==> config.mk <==
export PLATFORM = sky130hd
export DESIGN_NAME = mdu_ctrl
export DESIGN_NICKNAME = d
export VERILOG_FILES = /design/src/rtl/mdu_ctrl.sv
export SDC_FILE = /design/constraint.sdc
export NUM_CORES = 2
export LEC_CHECK = 0
export BUFFER_PORTS_ARGS = -buffer_cell sky130_fd_sc_hd__buf_2
export CAP_MARGIN = 20
export CORE_ASPECT_RATIO = 0.8
export CORE_UTILIZATION = 40
export CTS_BUF_LIST = sky130_fd_sc_hd__clkbuf_4 sky130_fd_sc_hd__clkbuf_8 sky130_fd_sc_hd__clkbuf_16
export DETAILED_ROUTE_END_ITERATION = 12
export HOLD_SLACK_MARGIN = 0.03
export MAX_ROUTING_LAYER = met4
export PLACE_DENSITY_LB_ADDON = 0.15
export RECOVER_POWER = 50
export SYNTH_ARGS = -nofsm -noshare
export SYNTH_HDL_FRONTEND = slang
export SYNTH_SLANG_ARGS = --single-unit
==> constraint.sdc <==
create_clock -name clk -period 7 [get_ports clk]
set_clock_uncertainty 0.1 [all_clocks]
set_input_delay 0.7 -clock clk [delete_from_list [all_inputs] [get_ports clk]]
set_output_delay 0.7 -clock clk [all_outputs]
set_load 0.01 [all_outputs]
==> src/rtl/mdu_ctrl.sv <==
// mdu_ctrl: multi-cycle RV64M multiply/divide sequencer.
// Radix-2 shift-add multiply and restoring divide, one bit per cycle,
// with a valid/ready handshake on both sides and a pipeline flush.
module mdu_ctrl #(
  parameter int XLEN = 64
) (
  input  logic            clk,
  input  logic            rst_n,
  input  logic            in_valid,
  output logic            in_ready,
  input  logic [2:0]      op,
  input  logic            word,
  input  logic [XLEN-1:0] op1,
  input  logic [XLEN-1:0] op2,
  input  logic            flush,
  output logic            out_valid,
  input  logic            out_ready,
  output logic [XLEN-1:0] res,
  output logic            busy
);

  localparam logic [1:0] IDLE = 2'd0;
  localparam logic [1:0] CALC = 2'd1;
  localparam logic [1:0] DONE = 2'd2;
  localparam int CW = $clog2(XLEN) + 1;

  logic [1:0]        state;
  logic [CW-1:0]     count;
  logic              is_div, is_rem, is_high, is_word, neg_q, neg_r;
  logic [2*XLEN-1:0] acc, mcand;
  logic [XLEN-1:0]   mplier, divisor, rem;

  logic              mul_w, sign1, sign2, neg1, neg2, div_zero, ovf, fast;
  logic [XLEN-1:0]   ext1, ext2, mag1, mag2, min_n, fast_res;
  logic [2*XLEN-1:0] acc_nxt, prod_f;
  logic [XLEN:0]     rem_sh;
  logic              fits;
  logic [XLEN-1:0]   trial, rem_nxt, q_nxt, quot_f, rem_f, sel, result;

  function automatic logic [XLEN-1:0] sext32(input logic [31:0] x);
    return {{(XLEN-32){x[31]}}, x};
  endfunction

  assign in_ready  = (state == IDLE);
  assign busy      = (state != IDLE);
  assign out_valid = (state == DONE);

  // Operand preparation at accept: width extension, magnitudes, fast-case detection
  always_comb begin
    mul_w = word & ~op[2];
    sign1 = ~mul_w & (op == 3'b001 || op == 3'b010 || op == 3'b100 || op == 3'b110);
    sign2 = ~mul_w & (op == 3'b001 || op == 3'b100 || op == 3'b110);
    ext1  = op1;
    ext2  = op2;
    if (word) begin
      ext1 = sign1 ? sext32(op1[31:0]) : {{(XLEN-32){1'b0}}, op1[31:0]};
      ext2 = sign2 ? sext32(op2[31:0]) : {{(XLEN-32){1'b0}}, op2[31:0]};
    end
    neg1  = sign1 & ext1[XLEN-1];
    neg2  = sign2 & ext2[XLEN-1];
    mag1  = neg1 ? -ext1 : ext1;
    mag2  = neg2 ? -ext2 : ext2;
    min_n = '0;
    min_n[XLEN-1] = 1'b1;
    if (word) min_n = {{(XLEN-31){1'b1}}, 31'b0};
    div_zero = (ext2 == '0);
    ovf      = sign1 & sign2 & (ext1 == min_n) & (ext2 == '1);
    fast     = op[2] & (div_zero | ovf);
    fast_res = '0;
    if (div_zero) begin
      if (op[1]) fast_res = word ? sext32(op1[31:0]) : op1;
      else       fast_res = '1;
    end else if (!op[1]) begin
      fast_res = min_n;
    end
  end

  // One iteration step plus the final sign fixup and result selection
  always_comb begin
    acc_nxt = acc + (mplier[0] ? mcand : '0);
    prod_f  = neg_q ? -acc_nxt : acc_nxt;
    rem_sh  = {rem, mplier[XLEN-1]};
    fits    = (rem_sh >= {1'b0, divisor});
    trial   = rem_sh[XLEN-1:0] - divisor;
    rem_nxt = fits ? trial : rem_sh[XLEN-1:0];
    q_nxt   = {mplier[XLEN-2:0], fits};
    quot_f  = neg_q ? -q_nxt : q_nxt;
    rem_f   = neg_r ? -rem_nxt : rem_nxt;
    if (is_div)       sel = is_rem ? rem_f : quot_f;
    else if (is_high) sel = prod_f[2*XLEN-1:XLEN];
    else              sel = prod_f[XLEN-1:0];
    result = is_word ? sext32(sel[31:0]) : sel;
  end

  // Sequencer state, operand registers and the held result
  always_ff @(posedge clk or negedge rst_n) begin
    if (!rst_n) begin
      state   <= IDLE;
      count   <= '0;
      res     <= '0;
      is_div  <= 1'b0;
      is_rem  <= 1'b0;
      is_high <= 1'b0;
      is_word <= 1'b0;
      neg_q   <= 1'b0;
      neg_r   <= 1'b0;
      acc     <= '0;
      mcand   <= '0;
      mplier  <= '0;
      divisor <= '0;
      rem     <= '0;
    end else begin
      case (state)
        IDLE: if (in_valid && !flush) begin
          is_div  <= op[2];
          is_rem  <= op[1];
          is_high <= (op != 3'b000) & ~word;
          is_word <= word;
          neg_q   <= neg1 ^ neg2;
          neg_r   <= neg1;
          acc     <= '0;
          mcand   <= {{XLEN{1'b0}}, mag1};
          // word dividends are pre-aligned so the MSB-first shift starts at bit 31
          mplier  <= op[2] ? (word ? (mag1 << 32) : mag1) : mag2;
          divisor <= mag2;
          rem     <= '0;
          if (fast) begin
            res   <= fast_res;
            state <= DONE;
          end else begin
            count <= word ? CW'(32) : CW'(XLEN);
            state <= CALC;
          end
        end
        CALC: if (flush) begin
          state <= IDLE;
        end else begin
          count  <= count - 1'b1;
          acc    <= acc_nxt;
          mcand  <= mcand << 1;
          mplier <= is_div ? q_nxt : (mplier >> 1);
          rem    <= rem_nxt;
          if (count == CW'(1)) begin
            res   <= result;
            state <= DONE;
          end
        end
        DONE: if (flush || out_ready) state <= IDLE;
        default: state <= IDLE;
      endcase
    end
  end

endmodule

==> summary.md <==
| Metric | Value |
|---|---|
| First-pass GRT wire length | 416400 um |
| Worst skew pair latency | approximately 0.7 ns |
| HP Class | primary input to flop |
| Chip width | around 410 um |
| Final min period | 6.975 ns |
| Worst vdd ir | 377.2 uV |
| TritonCTS sink count | around 530 |
| Final period util | 0.9965 |
| Outcome | complete, but fails checks |
| GRT Overall Usage | 0.4494 |
| # setup viols final | 0 |
| Core Region | 128100 sq um |
| Initial Utilization | 0.4063 |
| Post-Syn Instances | 7105 |
| Clk root buf | clkbuf_16 |
| Synth Net Count | 7443 |
| Antenna-violating nets left | 0 |
| Final Cell Area | 61520 sq um |
| Die ar. | between 100000 and 150000 sq um |
| Failing checks | max-capacitance violations, max-slew violations |
| Max-slew headroom | -1.960 |
| Final worst slack | 0.02457 ns |
| Pre-CTS WS | -0.3185 ns |
| Critical Path End Type | flop |
| Maximum clock rate | 143.4 MHz |
| Slew @ Worst Pin | 4.440 ns |
| Yosys cell types | 104 |
| Netlist Area Pre-Place | 52050 sq um |
| Sequential share of the synthesized area | 0.2534 |
| Initial antenna violation count | 18 |
| DR iter-0 viols | between 9000 and 10000 |
| Largest net degree at the start of global routing | 197 |
| Layout area overhead | 18.20% |
| Fillcell total | 13230 |
| FP Rows | 117 |
| Fin Hold WS | 0.2748 ns |
| Synth warn | 0 |
| TritonCTS clock tree | built |
| Die height | 324.6 um |
| Vias | about 62000 |
| Final GP Congestion | around 1.1 |
| Placed instance area | 58760 sq um |
| Final Util | 0.4803 |
| DRT Pass-1 Iters | 9 |
| Routed len/inst | 31.64 um |
| DRC Markers | 0 |
| Worst hold start | op2[63] |
| MaxCap Viol Count | 5 |
| Vias in the first global route | 55400 |
| CP Class | flop to flop |
| Number of synthesized register bits | 527 |
| Setup TNS | 0 ns |
| Via/cell ratio | ~6.6 |
| EDFF count, synth | 0 |
| Ports | 204 |
| Worst-path clk slew | 0.06 ns |
| Max FO, Critical Path | 31 |
| Final wirelength | between 200000 and 300000 um |
| Worst r2r src | mplier[0] |
| Async set-reset flop share out of synthesis | 1.000 |
| Syn avg cell area | 7.326 sq um |
| Pins Over Slew Limit | 445 |
| PortBufs | 203 |
| Post-DP HPWL | 239600 um |
| Layout cells sized above 1 | 0.1529 |
| Setup crit start | mplier[0] |
| Nets | 7930 |
| Most frequently used flop master after synthesis | dfrtp_1 |
| Critical path startpoint category | flop |
| Arrival time worst endpoint | 7.49 ns |
| Cell Pwr Density | 359.9 nW/um^2 |
| CTS Buffer Depth | 3 |
| Total CTS buffers | 69 |
| CTS HTree Levels | 3 |
| Hold Vio Cnt, Final | 0 |
| GRT overflow | 0 |
| Req. time, crit path | roughly 7.5 ns |
| LEAKAGE | between 20 and 30 nW |
-- layout make-up --
cell class / instances / area [sq um] / area share
clock buffers: 97 / 2056 / 0.03342
clock inverters: 28 / 322.8 / 0.005247
repair buffers: 882 / 6180 / 0.1004
diodes: 19 / 47.55 / 0.0007728
well taps: 1725 / 2158 / 0.03508
multi-input cells: 5961 / 36990 / 0.6012
flip-flops and latches: 527 / 13200 / 0.2146
inverters: 151 / 566.8 / 0.009213
-- cells in the mapped netlist, types with 33 or more instances --
cell type | n | area (sq um)
a22o_1 | 148 | 1296
ha_1 | 199 | 2490
a211oi_1 | 71 | 533.0
nor3_1 | 191 | 955.9
o21ai_0 | 827 | 4139
and3_1 | 40 | 250.2
nand3_1 | 141 | 705.7
mux2_2 | 49 | 551.8
o21a_1 | 50 | 375.4
o41ai_1 | 34 | 297.8
nand2_1 | 921 | 3457
o31ai_1 | 126 | 945.9
nor4_1 | 102 | 638.1
inv_1 | 146 | 548.0
nand4_1 | 127 | 794.5
a21o_1 | 90 | 675.7
nor2b_1 | 37 | 231.5
dfrtp_1 | 527 | 13190
clkbuf_1 | 413 | 1550
a221oi_1 | 33 | 289.0
a31oi_1 | 64 | 400.4
or4_1 | 41 | 307.8
mux2i_1 | 102 | 1021
nand2b_1 | 37 | 231.5
or2_2 | 46 | 287.8
buf_1 | 38 | 142.6
xor2_1 | 210 | 1839
and2_1 | 172 | 1076
o211ai_1 | 83 | 623.1
xnor2_1 | 190 | 1664
o221ai_1 | 48 | 420.4
a21oi_1 | 635 | 3178
nor2_1 | 585 | 2196
or3_1 | 91 | 569.3
and4_1 | 35 | 306.5
-- cells in the final DEF (no fill, tap or decap), types with 146 or more instances in the layout --
cell type and count:
ha_1 180, buf_4 658, xor2_1 208, nor2_1 580
o21ai_0 810, a22o_1 148, and2_1 172, inv_1 146
dfrtp_1 521, a21oi_1 619, nor3_1 186, xnor2_1 187
nand2_1 920
-- path summary, 6_finish.rpt --
| path | cells after the start | to | slack (ns) |
|---|---|---|---|
| worst min-delay path | 3 | divisor[63] | 0.27 |
| worst min register to register | 2 | mcand[127] | 0.37 |
| max in group asynchronous | 3 | is_rem | 1.21 |
| min in group asynchronous | 2 | res[7] | 0.56 |
| worst max register to register | 21 | res[40] | 0.02 |
| worst max-delay path | 21 | res[40] | 0.02 |
-- logic make-up after synthesis --
family,after synthesis,synth area share
buf+inv,617,0.04498
fa+ha+maj,201,0.04861
simple gates,2662,0.2464
flops,527,0.2534
compound gates,2546,0.3089
mux,152,0.03043
xor+xnor,400,0.06731
-- critical path: stages, from the launching register on --
cell	delay, ns
dfrtp_4	0.53
buf_12	0.18
buf_4	0.22
and2_1	0.16
ha_1	0.46
nand4_1	0.29
buf_4	0.25
or3_1	0.40
nor4_4	0.33
nand4_1	0.25
and2_1	0.31
xnor2_1	0.26
a211o_1	0.37
or3_1	0.51
or3b_1	0.48
buf_4	0.17
nor4_1	0.34
buf_4	0.22
a41oi_1	0.13
xnor2_1	0.33
o221ai_1	0.33
a21oi_1	0.24
-- where the power goes --
| group | internal, mW | total, mW | leakage [nW] | switching (mW) |
|---|---|---|---|---|
| clock network | 2.21 | 3.88 | 1.19 | 1.67 |
| registers | 3.85 | 5.06 | 7.02 | 1.21 |
| logic | 4.43 | 13.2 | 18.0 | 8.76 |
-- repair_timing --
| action | CTS | global route |
|---|---|---|
| buffers inserted | 1 | 7 |
| endpoints found under the setup margin | 13 | 46 |
| resized for setup | 12 | 86 |
| pin swaps | 0 | 7 |
| hold buffers | 1 | 0 |
| endpoints found under the hold margin | 87 | 0 |
-- through the flow --
step	power (mW)	instances
global placement	17.38	9227
global route	22.93	9381
finish	22.14	9390
floorplan	11.73	7105
CTS	21.39	9359
detailed placement	17.43	9232
-- flip-flops by register name, indices dropped and copies added, names as in the netlist --
| register | flops |
|---|---|
| acc | 128 |
| is_rem | 1 |
| divisor | 64 |
| count | 7 |
| is_word | 1 |
| rem | 64 |
| neg_r | 1 |
| res | 64 |
| is_div | 1 |
| mplier | 64 |
| mcand | 128 |
| neg_q | 1 |
| state | 2 |
| is_high | 1 |
-- metal layers --
| metal | GRT usage | share of wire | up-vias |
|---|---|---|---|
| li1 | - | - | 27270 |
| met1 | 0.6541 | 0.44 | 30300 |
| met2 | 0.5398 | 0.36 | 4309 |
| met3 | 0.2005 | 0.16 | 483 |
| met4 | 0.1195 | 0.032 | 0 |
| met5 | - | 0 | - |
Note: power is estimated with default switching activity, not from simulation.
